<file path="config.mk">
export PLATFORM = sky130hd
export DESIGN_NAME = game_timer
export DESIGN_NICKNAME = d
export VERILOG_FILES = /design/src/rtl/game_pkg.sv /design/src/rtl/tick_prescaler.sv /design/src/rtl/game_timer.sv
export SDC_FILE = /design/constraint.sdc
export NUM_CORES = 1
export LEC_CHECK = 0
export ABC_AREA = 1
export BUFFER_PORTS_ARGS = -buffer_cell sky130_fd_sc_hd__buf_4
export CAP_MARGIN = 20
export CELL_PAD_IN_SITES_DETAIL_PLACEMENT = 1
export CELL_PAD_IN_SITES_GLOBAL_PLACEMENT = 1
export CORE_MARGIN = 4
export CORE_UTILIZATION = 40
export CTS_CLUSTER_DIAMETER = 120
export DETAILED_ROUTE_END_ITERATION = 12
export PLACE_DENSITY_LB_ADDON = 0.25
export SYNTH_ARGS = -nofsm -noshare
export SYNTH_HDL_FRONTEND = slang
export SYNTH_SLANG_ARGS = --single-unit
export TNS_END_PERCENT = 10
</file>
<file path="constraint.sdc">
create_clock -name clk -period 1.9 [get_ports clk]
set_clock_uncertainty 0.2 [all_clocks]
set_input_delay 0.285 -clock clk [delete_from_list [all_inputs] [get_ports clk]]
set_output_delay 0.285 -clock clk [all_outputs]
set_load 0.05 [all_outputs]
</file>
<file path="src/rtl/game_pkg.sv">
// ---------------------------------------------------------------------------
// game_pkg
// Shared types and helpers for the word-scramble game round timer.
//   - Mode encoding for the lettNum select (3, 4 or 5 letter rounds)
//   - Timer state enumeration used by game_timer
//   - BCD digit and digit-pair types for the seven-segment path
//   - secToBcd(): converts a binary seconds value 0..99 into a BCD pair
// ---------------------------------------------------------------------------
package game_pkg;

    // Mode encoding driven by the game controller on lettNum.
    // Encoding 3 is not a distinct mode; it shares the 5-letter duration.
    localparam logic [1:0] MODE_3L = 2'd0;
    localparam logic [1:0] MODE_4L = 2'd1;
    localparam logic [1:0] MODE_5L = 2'd2;

    // Round timer states.
    typedef enum logic [2:0] {
        IDLE    = 3'd0,
        LOADED  = 3'd1,
        RUN     = 3'd2,
        PAUSE   = 3'd3,
        EXPIRED = 3'd4
    } timerState_t;

    // One BCD digit (0..9 in a 4-bit field).
    typedef logic [3:0] bcdDigit_t;

    // Two-digit seconds value as shown on the display.
    typedef struct packed {
        bcdDigit_t tens;
        bcdDigit_t ones;
    } bcdPair_t;

    // Binary seconds (0..99) to BCD tens/ones. Only ever called with
    // elaboration-time constants, so the divide folds away in synthesis.
    function automatic bcdPair_t secToBcd(input int sec);
        bcdPair_t result;
        result.tens = bcdDigit_t'((sec / 10) % 10);
        result.ones = bcdDigit_t'(sec % 10);
        return result;
    endfunction

endpackage

</file>
<file path="src/rtl/tick_prescaler.sv">
// ---------------------------------------------------------------------------
// tick_prescaler
// Divides the system clock down to a one-second tick for the round timer.
// The count advances only while en is high and is held otherwise, so a
// paused round resumes part-way through the current second.
//
// Parameters:
//   TICK_DIV  clk cycles per tick (>= 2)
// Ports:
//   clk   input   system clock
//   rst   input   asynchronous active-high reset, clears the count
//   en    input   advance the count this cycle
//   clr   input   synchronous clear; overrides en
//   tick  output  high for the one cycle in which the count is at its
//                 last value while enabled; the count wraps on that edge
// ---------------------------------------------------------------------------
module tick_prescaler #(
    parameter int TICK_DIV = 50000000
) (
    input  logic clk,
    input  logic rst,
    input  logic en,
    input  logic clr,
    output logic tick
);

    localparam int CW = (TICK_DIV > 1) ? $clog2(TICK_DIV) : 1;
    localparam logic [CW-1:0] LAST = CW'(TICK_DIV - 1);

    logic [CW-1:0] count;

    // Cycle counter. A clear wins over counting so a reconfig always starts
    // the next round on a fresh second. When disabled the value is kept.
    always_ff @(posedge clk or posedge rst) begin
        if (rst) begin
            count <= '0;
        end else if (clr) begin
            count <= '0;
        end else if (en) begin
            if (count == LAST) begin
                count <= '0;
            end else begin
                count <= count + 1'b1;
            end
        end
    end

    // The tick is decoded from the registered count so the parent can act on
    // it in the same cycle the count wraps.
    assign tick = en && !clr && (count == LAST);

endmodule

</file>
<file path="src/rtl/game_timer.sv">
// ---------------------------------------------------------------------------
// game_timer
// Countdown round timer for the word-scramble game. The game controller
// preloads a per-mode duration with timerReconfig (mode on lettNum), then
// holds timerEn high during play. The remaining seconds are kept directly in
// BCD so they can feed the seven-segment path with no conversion.
//
// Optional feature (macro GAME_TIMER_BONUS_EN):
//   Adds input bonusPls. Each pulse during RUN or PAUSE adds BONUS_SEC seconds
//   to the count (BCD add, saturating at 99). Without the macro the port and
//   the add logic are absent.
//
// Parameters:
//   TICK_DIV   clk cycles per one-second tick (>= 2)
//   TIME_M0    round length for lettNum=0 (1..99)
//   TIME_M1    round length for lettNum=1 (1..99)
//   TIME_M2    round length for lettNum=2 and 3 (1..99)
//   BONUS_SEC  seconds added per bonus pulse (1..9)
// Ports:
//   clk            input   system clock
//   rst            input   asynchronous active-high reset
//   timerReconfig  input   load duration for lettNum, aborts any run
//   timerEn        input   count while high, pause while low
//   lettNum[1:0]   input   mode select, sampled on the reconfig cycle only
//   bonusPls       input   bonus pulse (GAME_TIMER_BONUS_EN builds only)
//   timeOut        output  high once the count reaches 00, held until reload
//   running        output  high while counting (RUN state)
//   secOnes[3:0]   output  BCD ones digit of seconds remaining
//   secTens[3:0]   output  BCD tens digit of seconds remaining
// ---------------------------------------------------------------------------
module game_timer
    import game_pkg::*;
#(
    parameter int TICK_DIV  = 50000000,
    parameter int TIME_M0   = 60,
    parameter int TIME_M1   = 45,
    parameter int TIME_M2   = 30,
    parameter int BONUS_SEC = 5
) (
    input  logic       clk,
    input  logic       rst,
    input  logic       timerReconfig,
    input  logic       timerEn,
    input  logic [1:0] lettNum,
`ifdef GAME_TIMER_BONUS_EN
    input  logic       bonusPls,
`endif
    output logic       timeOut,
    output logic       running,
    output logic [3:0] secOnes,
    output logic [3:0] secTens
);

    timerState_t state;

    logic     tick;
    logic     prescalerEn;
    bcdPair_t loadBcd;
    bcdPair_t baseBcd;
    bcdPair_t decBcd;
    logic     decIsZero;

    // Durations of zero (or beyond two digits) would make the round expire
    // before it starts or overflow the display, so flag them loudly in
    // simulation. The check sits on the clock so it fires once the design
    // is actually running.
    always_ff @(posedge clk) begin
        assert (TIME_M0 >= 1 && TIME_M0 <= 99 &&
                TIME_M1 >= 1 && TIME_M1 <= 99 &&
                TIME_M2 >= 1 && TIME_M2 <= 99 &&
                TICK_DIV >= 2 &&
                BONUS_SEC >= 1 && BONUS_SEC <= 9);
    end

    // The prescaler only advances while actively counting. A reconfig clears
    // it, and also masks counting in that cycle so a stale RUN state cannot
    // produce a tick alongside the reload.
    assign prescalerEn = (state == RUN) && timerEn && !timerReconfig;

    tick_prescaler #(
        .TICK_DIV(TICK_DIV)
    ) u_prescaler (
        .clk (clk),
        .rst (rst),
        .en  (prescalerEn),
        .clr (timerReconfig),
        .tick(tick)
    );

    // Mode to duration lookup. Encoding 3 shares the 5-letter duration.
    always_comb begin
        loadBcd = secToBcd(TIME_M2);
        case (lettNum)
            MODE_3L: loadBcd = secToBcd(TIME_M0);
            MODE_4L: loadBcd = secToBcd(TIME_M1);
            MODE_5L: loadBcd = secToBcd(TIME_M2);
            default: loadBcd = secToBcd(TIME_M2);
        endcase
    end

`ifdef GAME_TIMER_BONUS_EN
    logic       bonusApply;
    logic [4:0] onesSum;
    logic [4:0] tensSum;
    logic       onesCarry;

    assign bonusApply = bonusPls && ((state == RUN) || (state == PAUSE));

    // Digit-wise BCD add of the bonus: add into the ones digit, correct
    // anything past 9 with a carry into tens, and clamp to 99 when the tens
    // digit would overflow. The result feeds the decrement below so a bonus
    // landing on the final tick rescues the round instead of expiring it.
    always_comb begin
        onesSum   = {1'b0, secOnes} + 5'(BONUS_SEC);
        onesCarry = 1'b0;
        tensSum   = {1'b0, secTens};
        baseBcd   = '{tens: secTens, ones: secOnes};
        if (bonusApply) begin
            if (onesSum > 5'd9) begin
                onesSum   = onesSum - 5'd10;
                onesCarry = 1'b1;
            end
            tensSum = {1'b0, secTens} + {4'd0, onesCarry};
            if (tensSum > 5'd9) begin
                baseBcd = '{tens: 4'd9, ones: 4'd9};
            end else begin
                baseBcd = '{tens: tensSum[3:0], ones: onesSum[3:0]};
            end
        end
    end
`else
    // Without bonus support the decrement works straight from the digits.
    assign baseBcd = '{tens: secTens, ones: secOnes};
`endif

    // One-second BCD decrement: ones borrow from tens when they hit zero.
    // Never used when the count is already 00 since that state is EXPIRED.
    always_comb begin
        decBcd = baseBcd;
        if (baseBcd.ones == 4'd0) begin
            decBcd.ones = 4'd9;
            decBcd.tens = baseBcd.tens - 4'd1;
        end else begin
            decBcd.ones = baseBcd.ones - 4'd1;
        end
    end

    assign decIsZero = (decBcd.tens == 4'd0) && (decBcd.ones == 4'd0);

    // Main timer state machine with registered outputs. Reconfig is checked
    // first so it aborts whatever the timer was doing; the enable seen in
    // that same cycle is deliberately ignored. In RUN the digits always take
    // the (possibly bonus-adjusted) value, then the decrement if a tick lands.
    // Reaching 00 raises timeOut and drops running on the same edge.
    always_ff @(posedge clk or posedge rst) begin
        if (rst) begin
            state   <= IDLE;
            secTens <= 4'd0;
            secOnes <= 4'd0;
            timeOut <= 1'b0;
            running <= 1'b0;
        end else if (timerReconfig) begin
            state   <= LOADED;
            secTens <= loadBcd.tens;
            secOnes <= loadBcd.ones;
            timeOut <= 1'b0;
            running <= 1'b0;
        end else begin
            case (state)
                IDLE: begin
                    running <= 1'b0;
                end
                LOADED: begin
                    if (timerEn) begin
                        state   <= RUN;
                        running <= 1'b1;
                    end
                end
                RUN: begin
                    secTens <= baseBcd.tens;
                    secOnes <= baseBcd.ones;
                    if (!timerEn) begin
                        state   <= PAUSE;
                        running <= 1'b0;
                    end else if (tick) begin
                        secTens <= decBcd.tens;
                        secOnes <= decBcd.ones;
                        if (decIsZero) begin
                            state   <= EXPIRED;
                            timeOut <= 1'b1;
                            running <= 1'b0;
                        end
                    end
                end
                PAUSE: begin
                    secTens <= baseBcd.tens;
                    secOnes <= baseBcd.ones;
                    if (timerEn) begin
                        state   <= RUN;
                        running <= 1'b1;
                    end
                end
                EXPIRED: begin
                    timeOut <= 1'b1;
                    running <= 1'b0;
                end
                default: begin
                    state   <= IDLE;
                    running <= 1'b0;
                end
            endcase
        end
    end

endmodule

</file>
# After elaboration in Yosys (flattened, before gate mapping)
# Index checks and enable logic that the tools add are counted.
dict set report totals {
  register_bits 39
  memories 0
  rom_bits 0
  mem_bits_rw 0
  latchBits 0
  inputBits 6
  elab_cells 75
}
dict set report op_classes {
  shift 0
  n_reduce_logical 22
  div_mod_pow 0
  mul 0
  add_sub_neg 3
  magnitude_cmp 0
  muxes 31
  eq_ne 13
  bitwise_logic 0
}
# cell count
set ops {}
lappend ops {{$mux W26} 3}
lappend ops {{$mux W4} 10}
lappend ops {{$add A26 B1 Y26 const B} 1}
lappend ops {{$eq A26 B26 Y1 const B} 1}
lappend ops {{$mux W3} 5}
lappend ops {{$pmux W7 S2} 1}
lappend ops {{$logic_not A4 Y1} 3}
lappend ops {{$mux W1} 9}
lappend ops {{$ne A3 B3 Y1 const B} 3}
lappend ops {{$pmux W3 S3} 1}
lappend ops {{$ne A4 B4 Y1 const B} 2}
lappend ops {{$reduce_and A4 Y1} 2}
lappend ops {{$reduce_bool A2 Y1} 4}
lappend ops {{$sub A4 B1 Y4 const B} 2}
lappend ops {{$eq A3 B2 Y1 const B} 2}
lappend ops {{$reduce_and A3 Y1} 2}
lappend ops {{$logic_and A1 B1 Y1} 5}
lappend ops {{$pmux W1 S2} 2}
lappend ops {{$reduce_or A2 Y1} 2}
lappend ops {{$eq A3 B1 Y1 const B} 1}
lappend ops {{$eq A3 B3 Y1 const B} 1}
lappend ops {{$logic_not A3 Y1} 1}
lappend ops {{$ne A3 B1 Y1 const B} 1}
lappend ops {{$reduce_bool A3 Y1} 1}
lappend ops {{other kinds (4)} 4}

# Logic depth before layout (Yosys ltp)
dict set report depth {
  ltp_word 9
  mapped_depth 13
}

# Cells and area by module
# Synthesis repeated with hierarchy kept, for this count alone.
dict set report unflattened {
  cells_unflattened 344
  hier_area_um2 2563.7
}
# mod n_inst cells_each seq_area_each_um2 area_each_um2
set modules_own_cells {}
lappend modules_own_cells {tick_prescaler 1 237 650.6 1689.1}
lappend modules_own_cells {game_timer 1 107 325.3 874.6}

# Worst setup path after synthesis
# Ideal clock, no wire load.
dict set report synth_timing {
  kind {reg2reg}
  start {reg secOnes[0]}
  end {reg running}
  path_buffers 0
  slack_ns -0.264
  required_ns 1.581
  t_arrival_ns 1.845
  setup_time_ns 0.119
  stages_incl_launch_ff 13
  cell_sequence {dfrtp_1 -> inv_1 -> ha_1 -> nand2_1 -> nand2_1 -> a21boi_0 -> nand2_1 -> nor2_1 -> nand2_1 -> nand2_1 -> nand3_1 -> nand2_1 -> nand2_1}
}
dict set report synth_between {
  elab_chain_cells 6
  word_cells_on_any_way 9
  cone_classes {add/sub: 1; eq/ne: 1; mux: 2; reduce/logical: 5}
}
# element line
set synth_lines {}
lappend synth_lines {{from (decl)} game_timer.sv:50} ;# output logic [3:0] secOnes,
lappend synth_lines {{from (signal assigned)} game_timer.sv:165} ;# secOnes <= loadBcd.ones;
lappend synth_lines {{from (signal assigned)} game_timer.sv:181} ;# secOnes <= baseBcd.ones;
lappend synth_lines {{from (signal assigned)} game_timer.sv:187} ;# secOnes <= decBcd.ones;
lappend synth_lines {{$sub A4 B1 Y4 or $logic_not A4 Y1 (tied branches)} {game_timer.sv:144, game_timer.sv:140}}
lappend synth_lines {{$mux W4} game_timer.sv:140} ;# if (baseBcd.ones == 4'd0) begin
lappend synth_lines {{$logic_not A4 Y1} game_timer.sv:148} ;# assign decIsZero = (decBcd.tens == 4'd0) && (decBcd.ones == 4'd0);
lappend synth_lines {{$logic_and A1 B1 Y1 (*)} game_timer.sv:148}
lappend synth_lines {{$ne A4 B4 Y1 (no source line) (*)} -}
lappend synth_lines {{$reduce_and A3 Y1 (no source line) (*)} -}
lappend synth_lines {{to (signal assigned)} game_timer.sv:161} ;# running <= 1'b0;
lappend synth_lines {{to (signal assigned)} game_timer.sv:167} ;# running <= 1'b0;
lappend synth_lines {{to (signal assigned)} game_timer.sv:171} ;# running <= 1'b0;
lappend synth_lines {{to (decl)} game_timer.sv:49} ;# output logic running,
# Mark *: on every way between the ends. The rest lies on a longest branch, timed or not.
# A chain may end at the register's enable or synchronous reset.

# Worst setup path in the final report
dict set report layout_timing {
  start {reg u_prescaler.count[0]}
  end {reg state[1]}
}
dict set report layout_between {
  elab_chain_cells 4
}
# element line
set layout_lines {}
lappend layout_lines {{from (decl)} tick_prescaler.sv:30} ;# logic [CW-1:0] count;
lappend layout_lines {{from (signal assigned)} tick_prescaler.sv:43} ;# count <= count + 1'b1;
lappend layout_lines {{$eq A26 B26 Y1} tick_prescaler.sv:50} ;# assign tick = en && !clr && (count == LAST);
lappend layout_lines {{$logic_and A1 B1 Y1} tick_prescaler.sv:50}
lappend layout_lines {{$ne A4 B4 Y1 (no source line)} -}
lappend layout_lines {{$reduce_and A4 Y1 (no source line)} -}
lappend layout_lines {{to (signal assigned)} game_timer.sv:157} ;# state <= IDLE;
lappend layout_lines {{to (signal assigned)} game_timer.sv:163} ;# state <= LOADED;
lappend layout_lines {{to (signal assigned)} game_timer.sv:175} ;# state <= RUN;
lappend layout_lines {{to (decl)} game_timer.sv:54} ;# timerState_t state;
# No other way between the ends.

==> reports/results.md <==
| Item | Reported | Unit |
| --- | --- | --- |
| Total grt overflow | 0 | - |
| Clock tree sinks | 39 | - |
| Floorplan die width | 89.47 | um |
| Average cell area after synthesis | 7.254 | um^2 |
| Synth area leader | sky130_fd_sc_hd__dfrtp_1 | - |
| Switching part of the total | 0.3168 | - |
| PD cells | 629.8 | nW/um^2 |
| Cell types occupying the most area after synthesis | sky130_fd_sc_hd__dfrtp_1 37%, sky130_fd_sc_hd__nand2_1 14%, sky130_fd_sc_hd__inv_1 6.8%, sky130_fd_sc_hd__nand3_1 5.7%, sky130_fd_sc_hd__nor2_1 4.5% | - |
| Minimum clock period after layout | 1.896 | ns |
| CTS tree | done | - |
| Synthesized instance count | 366 | - |
| Nature of the critical path startpoint | register | - |
| Placed cell count | 480 | - |
| Detailed-routing iteration count for the pre-antenna-repair pass | 4 | - |
| Clock slew at the register clock pins of the worst setup and hold paths | 0.08 | ns |
| Instance area at placement | 3062 | um^2 |
| Outcome | finished, final reports clean | - |
| Part of the power in registers | 0.427 | - |
| Detail-routed via count per cell | 5.314 | - |
| First-pass GRT wire length | 12770 | um |
| Final Routed Wirelength | 7877 | um |
| Starting utilization of the core area | 0.4158 | - |
| Weighted congestion reported at the end of routability-driven placement | 0.8559 | - |
| Highest net fanout along the worst path | 5 | - |
| RSZ-0062 raised after global routing | true | - |
| Core box area | 6386 | um^2 |
| Final hold slack | 0.07588 | ns |
| DIE AREA | 8005 | um^2 |
| P_int | 1.425 | mW |
| Antenna diodes | 0 | - |
| Number of setup violations in the final report | 0 | - |
| Period utilisation layout | 0.9977 | - |
| Cell at the root of the clock tree | sky130_fd_sc_hd__clkbuf_8 | - |
| Area of the mapped netlist | 2655 | um^2 |
| Initial DRC Count | 105 | - |
| Yosys Warn Count | 0 | - |
| Required time at the endpoint of the critical path | 1.90 | ns |
| Vias in the first global route | 2654 | - |
| Crit Path Category | reg -> reg | - |
| Antenna violations before repair | 0 | - |
| Post-route cell area | 3312 | um^2 |
| Number of primary I/O pins | 16 | - |
| Rows | 29 | - |
| All-Layer GR Usage | 0.2058 | - |
| DRC | 0 | - |
| Final TNS setup | 0 | ns |
| Post-synth net total | 376 | - |
| Fmax | 527.5 | MHz |
| Clock buffer count from CTS | 5 | - |
| Estimated wirelength of the detail-placed design | 5987 | um |
| Insertion delay of the later-clocked pin in the worst-skew pair | 0.30 | ns |
| Max-slew violation count | 0 | - |
| Number of antenna-violating nets in the routed design | 0 | - |
| P&R area growth vs syn | 24.74 | % |
| Maximum number of buffers from clock root to sink | 2 | - |
| Measured slew at the worst slew-check pin | 0.4408 | ns |
| Max-Cap Viols | 0 | - |
| Proportion of netlist area held by the largest area contributor | 0.3676 | - |
| Clk pwr share | 0.345 | - |
| Number of storage elements in the synthesis netlist | 39 | - |
| CTS H-tree depth | 2 | - |
| Post-detailed-route wirelength per cell | 15.85 | um |
| Area of all sequential standard cells | 983.4 | um^2 |
| DIE HEIGHT | 89.47 | um |
| Crit path capture type | register | - |
| Leakage power summed over all cells | 1.530 | nW |
| Max-slew headroom at the worst pin | 0.7058 | - |
| Cell Count, Final, Fillers Out | 497 | - |
| Hold/Removal Path Class | in -> reg | - |
| Sequential cell area fraction in the yosys report | 0.3676 | - |
| Library cells used by synthesis | 34 | - |
| Fillers | 813 | - |
| Share of layout cells above drive strength 1 | 0.2905 | - |
| Vias after detailed routing | 2641 | - |
| VDD IR max | 0.4941 | mV |
| Net load switching power | 660.7 | uW |
| Part of the power in combinational logic | 0.227 | - |
| # nets final | 429 | - |
| IO buf count | 15 | - |
| Worst EP arrival | 1.89 | ns |
| Number of hold violations in the final report | 0 | - |
| Maximum number of pins on one net before global-route repair | 19 | - |
| Area of the multi-input gates | 1526 | um^2 |
| End-of-flow core utilization | 0.5186 | - |
critical path: stages (launching register included):
cell and delay [ns]:
sky130_fd_sc_hd__dfrtp_1 0.41, sky130_fd_sc_hd__ha_4 0.17, sky130_fd_sc_hd__nand3_4 0.10, sky130_fd_sc_hd__nor2_4 0.17, sky130_fd_sc_hd__nand2_4 0.09, sky130_fd_sc_hd__nor2_4 0.10, sky130_fd_sc_hd__nand3_2 0.09, sky130_fd_sc_hd__nand2_4 0.14
sky130_fd_sc_hd__buf_4 0.15, sky130_fd_sc_hd__nand3_2 0.06, sky130_fd_sc_hd__nand2_1 0.05, sky130_fd_sc_hd__nand2_1 0.04
what timing repair did:
action,4_1_cts,5_1_grt
setup buffers,0,8
gates resized for setup,2,23
setup endpoints to repair,3,34
pin swaps,0,10
hold buffers,1,0
hold endpoints to repair,8,0
layout make-up:
type                       count  area share
sequential                    39      0.2969
timing repair buffer          51      0.1164
clock buffer                   5     0.02078
multi-input combinational    268      0.4609
tap                           77     0.02909
inverter                      54     0.06271
clock inverter                 3     0.01322
cell usage in the layout, fill, tap and decap left out, types with 2 or more instances in the layout:
cell type                  instances
sky130_fd_sc_hd__nand2_1          91
sky130_fd_sc_hd__buf_4            50
sky130_fd_sc_hd__inv_1            43
sky130_fd_sc_hd__dfrtp_1          33
sky130_fd_sc_hd__nand3_1          28
sky130_fd_sc_hd__nor2_1           27
sky130_fd_sc_hd__nand4_1          14
sky130_fd_sc_hd__o21ai_0          12
sky130_fd_sc_hd__o21ai_1          12
sky130_fd_sc_hd__inv_2            10
sky130_fd_sc_hd__nand2_2           8
sky130_fd_sc_hd__nand3_2           7
sky130_fd_sc_hd__a21oi_1           7
sky130_fd_sc_hd__nor2_2            7
sky130_fd_sc_hd__o22ai_1           7
sky130_fd_sc_hd__nor2_4            6
sky130_fd_sc_hd__nor3_1            6
sky130_fd_sc_hd__xor2_1            6
sky130_fd_sc_hd__dfrtp_2           6
sky130_fd_sc_hd__clkbuf_8          5
sky130_fd_sc_hd__nand2_4           4
sky130_fd_sc_hd__o211ai_2          3
sky130_fd_sc_hd__nor3_4            2
sky130_fd_sc_hd__nor3_2            2
sky130_fd_sc_hd__xnor2_1           2
sky130_fd_sc_hd__a31oi_1           2
sky130_fd_sc_hd__o31ai_1           2
sky130_fd_sc_hd__o21ai_2           2
sky130_fd_sc_hd__ha_4              2
sky130_fd_sc_hd__ha_1              2
sequential cells by signal (all words and copies together) (netlist names):
register           flops
running                1
state                  3
secTens                4
timeOut                1
u_prescaler.count     26
secOnes                4
stage by stage:
step | total power, mW | setup slack [ns]
2_1_floorplan | 1.194 | -0.0001864
3_3_place_gp | 1.316 | 0.03360
3_5_place_dp | 1.326 | -0.02648
4_1_cts | 2.044 | -0.01276
5_1_grt | 2.183 | -0.1631
6_report | 2.086 | 0.004389
synth_stat cells:
master / n
sky130_fd_sc_hd__inv_4: 1
sky130_fd_sc_hd__inv_1: 48
sky130_fd_sc_hd__or2_2: 1
sky130_fd_sc_hd__nor3_4: 2
sky130_fd_sc_hd__nand4_2: 1
sky130_fd_sc_hd__inv_2: 5
sky130_fd_sc_hd__o21ai_1: 10
sky130_fd_sc_hd__a21oi_1: 7
sky130_fd_sc_hd__nand2_1: 98
sky130_fd_sc_hd__o21ai_0: 14
sky130_fd_sc_hd__buf_2: 2
sky130_fd_sc_hd__nand2_2: 2
sky130_fd_sc_hd__nand3_2: 6
sky130_fd_sc_hd__a31oi_1: 2
sky130_fd_sc_hd__nor2_2: 3
sky130_fd_sc_hd__xor2_1: 6
sky130_fd_sc_hd__a22o_1: 1
sky130_fd_sc_hd__buf_6: 3
sky130_fd_sc_hd__o21ai_2: 2
sky130_fd_sc_hd__nand4_1: 14
sky130_fd_sc_hd__o22ai_1: 7
sky130_fd_sc_hd__nand2_4: 3
sky130_fd_sc_hd__and2_1: 1
sky130_fd_sc_hd__dfrtp_1: 39
sky130_fd_sc_hd__a21boi_0: 1
sky130_fd_sc_hd__nand3_1: 30
sky130_fd_sc_hd__o21bai_1: 1
sky130_fd_sc_hd__o31ai_1: 2
sky130_fd_sc_hd__ha_1: 4
sky130_fd_sc_hd__xnor2_1: 2
sky130_fd_sc_hd__nor2_4: 5
sky130_fd_sc_hd__nor2_1: 32
sky130_fd_sc_hd__nor3_1: 8
sky130_fd_sc_hd__o211ai_2: 3
cells by family after synthesis:
family,Yosys count,synth area share
flip-flops,39,0.3676
adder cells (fa/ha/maj),4,0.01885
AO/OA/AOI/OAI,50,0.1150
XOR/XNOR,8,0.02639
buffers and inverters,59,0.09378
AND/OR/NAND/NOR,206,0.3784
power by group through the flow:
| stage | Sequential (mW) | Clock [mW] | Combinational [mW] |
|---|---|---|---|
| floorplan | 0.986 | 0 | 0.208 |
| global placement | 0.906 | 0 | 0.410 |
| detailed placement | 0.908 | 0 | 0.418 |
| CTS | 0.892 | 0.729 | 0.423 |
| global route | 0.896 | 0.762 | 0.525 |
| finish | 0.891 | 0.720 | 0.474 |
metal layers:
metal | global-route usage | part of all wire | routed length [um]
met1 | 0.2853 | 0.47 | 3686
met2 | 0.3409 | 0.49 | 3879
met3 | 0.02857 | 0.028 | 223
met4 | 0.04601 | 0.011 | 88
met5 | 0 | 0 | 0
worst paths after layout:
check	endpoint	from	slack, ns	cells past startpoint
max	state[1]$_DFFE_PP0P_	u_prescaler.count[0]$_DFFE_PP0P_	0.004	11
max reg2reg	state[1]$_DFFE_PP0P_	u_prescaler.count[0]$_DFFE_PP0P_	0.004	11
min in group asynchronous	secTens[3]$_DFFE_PP0P_	rst	0.35	3
min	running$_DFFE_PP0P_	timerEn	0.08	3
max in group asynchronous	state[0]$_DFFE_PP0P_	rst	0.63	4
min reg2reg	running$_DFFE_PP0P_	running$_DFFE_PP0P_	0.28	2
(Power assumes the default switching activity.)
